<file path="config.mk">
export PLATFORM = sky130hd
export DESIGN_NAME = instr_fetch_flat
export DESIGN_NICKNAME = d
export VERILOG_FILES = /design/src/rtl/instr_fetch_if.sv /design/src/rtl/instr_fetch.sv /design/src/flat_wrapper.sv
export SDC_FILE = /design/constraint.sdc
export NUM_CORES = 1
export LEC_CHECK = 0
export ABC_AREA = 1
export CAP_MARGIN = 0
export CORE_MARGIN = 5
export CORE_UTILIZATION = 47
export CTS_CLUSTER_SIZE = 10
export DETAILED_ROUTE_END_ITERATION = 7
export PLACE_DENSITY = 0.82
export SKIP_LAST_GASP = 1
export SLEW_MARGIN = 20
export SYNTH_ARGS = -nofsm -noshare
export SYNTH_HDL_FRONTEND = slang
export SYNTH_SLANG_ARGS = --single-unit
</file>
<file path="constraint.sdc">
create_clock -name clk -period 2.2 [get_ports clk]
set_input_delay 0.66 -clock clk [delete_from_list [all_inputs] [get_ports clk]]
set_output_delay 0.66 -clock clk [all_outputs]
set_load 0.03 [all_outputs]
</file>
<file path="src/rtl/instr_fetch_if.sv">
// Instruction-memory bus between the fetch stage and instruction memory.
//
// Handshake: the fetch stage raises req for exactly one cycle with addr
// holding the byte address of the word wanted. There is no ready: memory
// must accept every request. Memory answers with rvalid high for one cycle,
// one or more cycles after the request, with rdata carrying the word.
// Only one request is ever outstanding.
//
// Signals:
//   req    - fetch request (driven by fetch stage)
//   addr   - 64-bit fetch address (driven by fetch stage)
//   rvalid - response valid (driven by memory)
//   rdata  - 32-bit instruction word (driven by memory)
interface instr_fetch_if;
  logic        req;
  logic [63:0] addr;
  logic        rvalid;
  logic [31:0] rdata;

  modport master (
    output req,
    output addr,
    input  rvalid,
    input  rdata
  );

  modport slave (
    input  req,
    input  addr,
    output rvalid,
    output rdata
  );
endinterface

</file>
<file path="src/rtl/instr_fetch.sv">
// Instruction-fetch stage. Owns the 64-bit PC, issues single-outstanding
// fetches to instruction memory and presents {instr, pc_addr} with a valid
// flag to the IF/ID register. Branch redirects from EX/MEM override
// everything and may leave a fetch in flight, whose response is discarded.
//
// Ports:
//   clk         - clock, rising edge
//   rst         - asynchronous active-low reset
//   stall       - IF/ID not accepting this cycle
//   redirect    - taken branch/jump, highest priority
//   redirect_pc - new fetch target, low two bits ignored
//   imem        - instruction memory bus (master side)
//   instr       - registered instruction word
//   pc_addr     - registered PC of instr
//   instr_valid - output register holds a live instruction
//   fsm_state   - current fetch state (0=REQ, 1=WAIT, 2=DROP)
module instr_fetch #(
  parameter logic [63:0] RESET_PC  = 64'h0,
  parameter int unsigned PC_STEP   = 4,
  parameter logic [31:0] NOP_INSTR = 32'hD503201F
) (
  input  logic                clk,
  input  logic                rst,
  input  logic                stall,
  input  logic                redirect,
  input  logic [63:0]         redirect_pc,
  instr_fetch_if.master       imem,
  output logic [31:0]         instr,
  output logic [63:0]         pc_addr,
  output logic                instr_valid,
  output logic [1:0]          fsm_state
);

  typedef enum logic [1:0] {
    ST_REQ  = 2'd0,
    ST_WAIT = 2'd1,
    ST_DROP = 2'd2
  } state_t;

  localparam logic [63:0] PC_INC = 64'(PC_STEP);

  state_t      state;
  state_t      state_d;
  logic [63:0] pc;
  logic [63:0] pc_d;
  logic [31:0] instr_d;
  logic [63:0] pc_addr_d;
  logic        valid_d;
  logic        issue;
  logic        consume;

  // A request only goes out when the output register is empty or is being
  // drained this cycle, so a response always finds the register free.
  assign issue   = (state == ST_REQ) && !redirect && (!instr_valid || !stall);
  assign consume = instr_valid && !stall && !redirect;

  assign imem.req  = issue && rst;
  assign imem.addr = pc;
  assign fsm_state = state;

  always_comb begin
    state_d   = state;
    pc_d      = pc;
    instr_d   = instr;
    pc_addr_d = pc_addr;
    valid_d   = instr_valid;

    if (consume) begin
      valid_d = 1'b0;
      instr_d = NOP_INSTR;
    end

    if (redirect) begin
      pc_d    = redirect_pc & ~64'h3;
      valid_d = 1'b0;
      instr_d = NOP_INSTR;
      // In WAIT the outstanding response must be thrown away; if it is
      // arriving on this very edge it is simply ignored here.
      if (state == ST_WAIT) begin
        state_d = imem.rvalid ? ST_REQ : ST_DROP;
      end
    end else begin
      unique case (state)
        ST_REQ: begin
          // rvalid here would be a protocol error and is ignored.
          if (issue) state_d = ST_WAIT;
        end
        ST_WAIT: begin
          if (imem.rvalid) begin
            instr_d   = imem.rdata;
            pc_addr_d = pc;
            valid_d   = 1'b1;
            pc_d      = pc + PC_INC;
            state_d   = ST_REQ;
          end
        end
        ST_DROP: begin
          if (imem.rvalid) state_d = ST_REQ;
        end
        default: state_d = ST_REQ;
      endcase
    end
  end

  always_ff @(posedge clk or negedge rst) begin
    if (!rst) begin
      state       <= ST_REQ;
      pc          <= RESET_PC;
      instr       <= NOP_INSTR;
      pc_addr     <= '0;
      instr_valid <= 1'b0;
    end else begin
      state       <= state_d;
      pc          <= pc_d;
      instr       <= instr_d;
      pc_addr     <= pc_addr_d;
      instr_valid <= valid_d;
    end
  end

endmodule

</file>
<file path="src/flat_wrapper.sv">
// flat-port wrapper written by rule: the top's interface ports become plain ports
module instr_fetch_flat 
#(
  parameter logic [63:0] RESET_PC  = 64'h0,
  parameter int unsigned PC_STEP   = 4,
  parameter logic [31:0] NOP_INSTR = 32'hD503201F
)
  (clk, rst, stall, redirect, redirect_pc, instr, pc_addr, instr_valid, fsm_state, imem_req, imem_addr, imem_rvalid, imem_rdata);
  instr_fetch_if imem_i ();
  input  logic clk;
  input  logic rst;
  input  logic stall;
  input  logic redirect;
  input  logic [63:0] redirect_pc;
  output logic [31:0] instr;
  output logic [63:0] pc_addr;
  output logic instr_valid;
  output logic [1:0] fsm_state;
  output wire logic [$bits(imem_i.req)-1:0] imem_req;
  output wire logic [$bits(imem_i.addr)-1:0] imem_addr;
  input wire logic [$bits(imem_i.rvalid)-1:0] imem_rvalid;
  input wire logic [$bits(imem_i.rdata)-1:0] imem_rdata;
  assign imem_req = imem_i.req;
  assign imem_addr = imem_i.addr;
  assign imem_i.rvalid = imem_rvalid;
  assign imem_i.rdata = imem_rdata;
  instr_fetch #(.RESET_PC(RESET_PC), .PC_STEP(PC_STEP), .NOP_INSTR(NOP_INSTR)) u_core (.clk(clk), .rst(rst), .stall(stall), .redirect(redirect), .redirect_pc(redirect_pc), .imem(imem_i), .instr(instr), .pc_addr(pc_addr), .instr_valid(instr_valid), .fsm_state(fsm_state));
endmodule
</file>
=== Word level (Yosys, flattened, before mapping) ===
Cells that the tools add are included.
W data, S select, Z words.

* Input port bits: 101
* Logic and storage cells: 45
* Output and inout port bits: 164
* Register bits: 163

* Multiplexer cells: 17
* Add/sub/neg operators: 1
* Bitwise logic cells: 1
* Equality and inequality tests: 5
* Reductions and logical operators: 16

{| class="wikitable"
|+ Operators with widths
! kind !! count
|-
| $mux W64 || 3
|-
| $mux W32 || 4
|-
| $add A64 B3 Y64 const B || 1
|-
| $mux W2 || 5
|-
| $reduce_and A3 Y1 || 2
|-
| $logic_and A1 B1 Y1 || 5
|-
| $mux W1 || 4
|-
| $pmux W2 S2 || 1
|-
| $reduce_bool A2 Y1 || 2
|-
| $logic_not A1 Y1 || 3
|-
| $ne A3 B1 Y1 const B || 1
|-
| $ne A3 B2 Y1 const B || 1
|-
| $eq A2 B1 Y1 const B || 1
|-
| $eq A2 B2 Y1 const B || 1
|-
| $logic_not A2 Y1 || 1
|-
| $ne A2 B1 Y1 const B || 1
|-
| $reduce_and A2 Y1 || 1
|-
| $reduce_or A2 Y1 || 1
|-
| $logic_or A1 B1 Y1 || 1
|-
| $not A1 Y1 || 1
|}

=== Depth between registers and ports, before layout ===
* Word-level depth: 7
* Mapped depth: 10
* Mapped depth without buffers: 10

=== Least setup slack after synthesis ===
Ideal clock, no wire load.

* Kind: input to output
* Start: input port redirect
* End: output port imem_req
* Data arrival time: 1,339 ps
* Path buffers: 0
* Stages: 5
* Required time: 1,540 ps
* Setup slack: 201 ps
* Path through: inv_2 -> nand2_1 -> inv_1 -> nand2_1 -> nor2_1

* Longest elaborated chain between the ends: 4

{| class="wikitable"
|+ RTL lines
! what !! line !! source
|-
| start, declared || flat_wrapper.sv:13 || <nowiki>input logic redirect;</nowiki>
|-
| $logic_not A1 Y1 || instr_fetch.sv:54 || <nowiki>assign issue = (state == ST_REQ) && !redirect && (!instr_valid || !stall);</nowiki>
|-
| $logic_and A1 B1 Y1 (2 in series) || instr_fetch.sv:54 ||
|-
| $logic_and A1 B1 Y1 || instr_fetch.sv:57 || <nowiki>assign imem.req = issue && rst;</nowiki>
|-
| end, declared || flat_wrapper.sv:19 || <nowiki>output wire logic [$bits(imem_i.req)-1:0] imem_req;</nowiki>
|}

No other way between the ends.

=== Final worst setup path ===
* Start: register u_core.pc[51], in the netlist u_core.imem.addr[51]
* End: output port imem_addr[51]

{| class="wikitable"
|+ RTL lines
! what !! line !! source
|-
| start, declared || instr_fetch.sv:44 || <nowiki>logic [63:0] pc;</nowiki>
|-
| start signal, assigned || instr_fetch.sv:114 || <nowiki>pc <= pc_d;</nowiki>
|-
| end, declared || flat_wrapper.sv:20 || <nowiki>output wire logic [$bits(imem_i.addr)-1:0] imem_addr;</nowiki>
|}

No word-level cell between the ends.

==> flow_summary_export.csv <==
group,metric,value,unit
floorplan,die_y,143.6,um
worst_setup_path,critPathKind,"reg -> out",
sta,finClkSkew,0.008192,ns
worst_setup_path,r2r_slack,0.11,ns
sta,slew_headroom,39.38,%
cells_and_area,final_area,12060,sq um
placed_design,port_buffers,258,
logic_synthesis,synth_area,8393,sq um
clock_tree,hold_buffers,0,
global_route,grt_max_degree,160,
clock_tree,cts.clk_slew.worst_paths,0.07,ns
cells_and_area,drive_gt1_share,8.662,%
logic_synthesis,yosys.area.top_type,"dfrtp_1",
global_route,grt_pass1_vias,8825,
logic_synthesis,syn_area_per_cell,7.474,sq um
logic_synthesis,seq_area_frac_synth,47.60,%
cells_and_area,area_growth,43.66,%
cells_and_area,multi_input_area,3836,sq um
drt,drc_errors,0,
worst_setup_path,critPathLaunchType,"flip-flop",
cells_and_area,final-seq-area,3995,sq um
floorplan,row_count,48,
clock_tree,numClockSinks,159,
pwr,combinationalPowerShare,43.1,%
worst_setup_path,crit_path_end_kind,"primary output",
pwr,p_switching,5.707,mW
drt,drt_pass1_iterations,5,
global_route,grt_pass1_wl,47.23,mm
cells_and_area,nNetsFinal,1511,
placed_design,dpl_cell_area,11390,sq um
drt,vias_per_cell,5.527,
pwr,power,13.62,mW
placed_design,dp_hpwl,22.91,mm
drt,final_antenna_net_count,0,
worst_setup_path,critPathBufInv,1,
logic_synthesis,async_flop_share,100.0,%
flow_run,maxCapViolations,0,
floorplan,start_util,48.19,%
worst_setup_path,cp_slowest_stage_delay,0.69,ns
logic_synthesis,synth_edf_count,0,
worst_setup_path,crit_family,"buffers and inverters",
pwr,clock_power_share,23.4,%
sta,period_needed,2.168,ns
pwr,p_per_area,1129,nW/um^2
pwr,power.leakage,5.503,nW
floorplan,die_w,143.6,um
drt,drt-initial-drc-count,930,
sta,slew_viol_final,0,
logic_synthesis,ys.flop_type,"dfrtp_1",
sta,fin_crit_sh,98.55,%
worst_setup_path,critPathRequiredTime,1.54,ns
clock_tree,ctsHtreeMaxLevel,4,
run_status,outcome,"finished clean",
pwr,netSwitchingFraction,41.91,%
pwr,p_int,7.911,mW
global_route,grt_usage,29.68,%
pwr,seqPwrFrac,33.5,%
sta,worst_pin_slew,0.9093,ns
drt,avgRoutedWirePerCell,18.76,um
logic_synthesis,yosys-top-cells-area,"dfrtp_1 44%, nand2_1 14%, nor2_1 11%",
global_route,antenna_found_initial,3,
min_path,hp-class,"in -> async",
worst_setup_path,cp_max_fo,2,
global_route,grt_overflow,0,
logic_synthesis,synth_top_area_share,43.53,%
clock_tree,cts_tree,"yes",
worst_setup_path,crit_path_cell_trace,"clkdlybuf4s50_1",
floorplan,die-area,20630,sq um
pwr,worst_ir_drop_vdd,0.6394,mV
floorplan,num_io_pins,265,
clock_tree,clk_latency,0.44,ns
sta,grt_setup_unrepaired,"true",
worst_setup_path,r2r-end,"u_core.imem.addr[62]",
worst_setup_path,worstPathArrival,1.51,ns
clock_tree,clock_path_buffers,2,
drt,wirelength,30.91,mm
placed_design,place_congestion,0.9211,
floorplan,core_area,17420,sq um
worst_setup_path,worst_r2r_startpoint,"u_core.imem.addr[2]",
logic_synthesis,ys_seq_elements,159,
sta,hold_viol_final,0,
clock_tree,cts_buffers,17,
cells_and_area,fill_cells,1459,
sta,fmax,461.2,MHz
logic_synthesis,yosysUniqueCellTypes,36,
sta,setup_viol,0,
logic_synthesis,netlist_instances,1123,
sta,hold_slack,0.3703,ns
drt,vias,9109,
worst_setup_path,crit_slowest_cell,"clkdlybuf4s50_1",
worst_setup_path,r2r_cells,10,
logic_synthesis,yosys_warnings,0,
clock_tree,cts-root-buf,"clkbuf_16",
[placed cells by master, fill, tap and decap left out, types with 3 or more instances in the layout]
master and count:
nand3_1 75, buf_4 42, nand2_2 6, o211ai_1 6, a21oi_1 3, bufinv_16 3
inv_8 3, dlymetal6s2s_1 12, inv_2 6, nand4_1 32, clkinv_2 3, diode_2 3
nor2_1 238, a22o_1 24, clkdlybuf4s50_1 172, nor2_2 8, dfrtp_1 146, nand2_1 302
clkbuf_16 17, o21bai_1 3, nor2_4 6, buf_12 5, dlygate4sd2_1 71, o22a_1 13
conb_1 4, inv_6 6, o2111ai_1 7, inv_1 97, nor3_1 3, nand3b_1 19
dfstp_2 13, o21ai_0 54
[sequential cells by signal (all words and copies together), names as in the netlist]
signal	flops
u_core.fsm_state	2
u_core.instr	32
u_core.pc_addr	62
u_core.instr_valid	1
u_core.imem.addr	62
[power by group through the flow]
stage | combinational, mW | clock, mW | sequential [mW]
floorplan | 1.48 | 0 | 6.20
global route | 6.26 | 3.34 | 4.67
global placement | 5.81 | 0 | 4.56
finish | 5.87 | 3.19 | 4.56
CTS | 5.86 | 3.20 | 4.55
detailed placement | 5.93 | 0 | 4.59
[metrics by stage]
stage	std cells	utilization [%]	setup TNS [ns]	worst slack, ns
floorplan	1126	-	0	0.2013
global placement	1602	65.40	-0.9950	-0.06486
detailed placement	1602	65.40	-3.034	-0.1021
CTS	1642	68.89	0	0.002339
global route	1648	69.23	-0.04396	-0.04043
finish	1648	69.23	0	0.03181
[cell type report]
class	count	area share [%]
sequential	159	33.13
antenna	3	0.06226
tap	225	2.335
timing repair buffer	304	24.26
multi-input combinational	821	31.81
inverter	104	3.248
clock inverter	15	1.619
clock buffer	17	3.528
[cells in the mapped netlist (all sizes together) (7+ instances only)]
cell and number:
nand3 75, dfstp 13, o2111ai 7, dfrtp 146, o22a 13, o21ai 55, nand2 308, buf 32
a22o 24, nor2 252, clkbuf 10, nand3b 19, inv 104, nand4 32
[how the worst max path moves through the flow]
stage	from	endpoint	cells past startpoint
2_1_floorplan	redirect	imem_req	5
3_3_place_gp	imem_rvalid	u_core.imem.addr[2]	9
3_5_place_dp	imem_rvalid	u_core.imem.addr[2]	9
4_1_cts	u_core.imem.addr[58]	imem_addr[58]	1
5_1_grt	u_core.fsm_state[0]	imem_req	7
6_report	u_core.imem.addr[51]	imem_addr[51]	1
[timing repair]
action | CTS | global route
buffers inserted | 8 | 3
gates resized for setup | 76 | 13
endpoints found under the setup margin | 71 | 13
pin swaps | 2 | 1
[layer usage]
layer | vias up | global-route usage [%] | routed length [um]
li1 | 4210 | - | -
met1 | 4356 | 40.41 | 12470
met2 | 456 | 46.96 | 14600
met3 | 87 | 5.624 | 2636
met4 | 0 | 11.99 | 1209
met5 | - | 0 | 0
[cells by family after synthesis]
kind of cell    count (synthesis)  synth area share (%)
simple gates                  690                 34.78
flops                         159                 47.60
buf+inv                       146                 7.007
compound gates                121                 9.809
xor+xnor                        3                0.3131
fa+ha+maj                       3                0.4473
other cells                     1               0.04468
No activity file was read; power rests on OpenSTA's default activity.
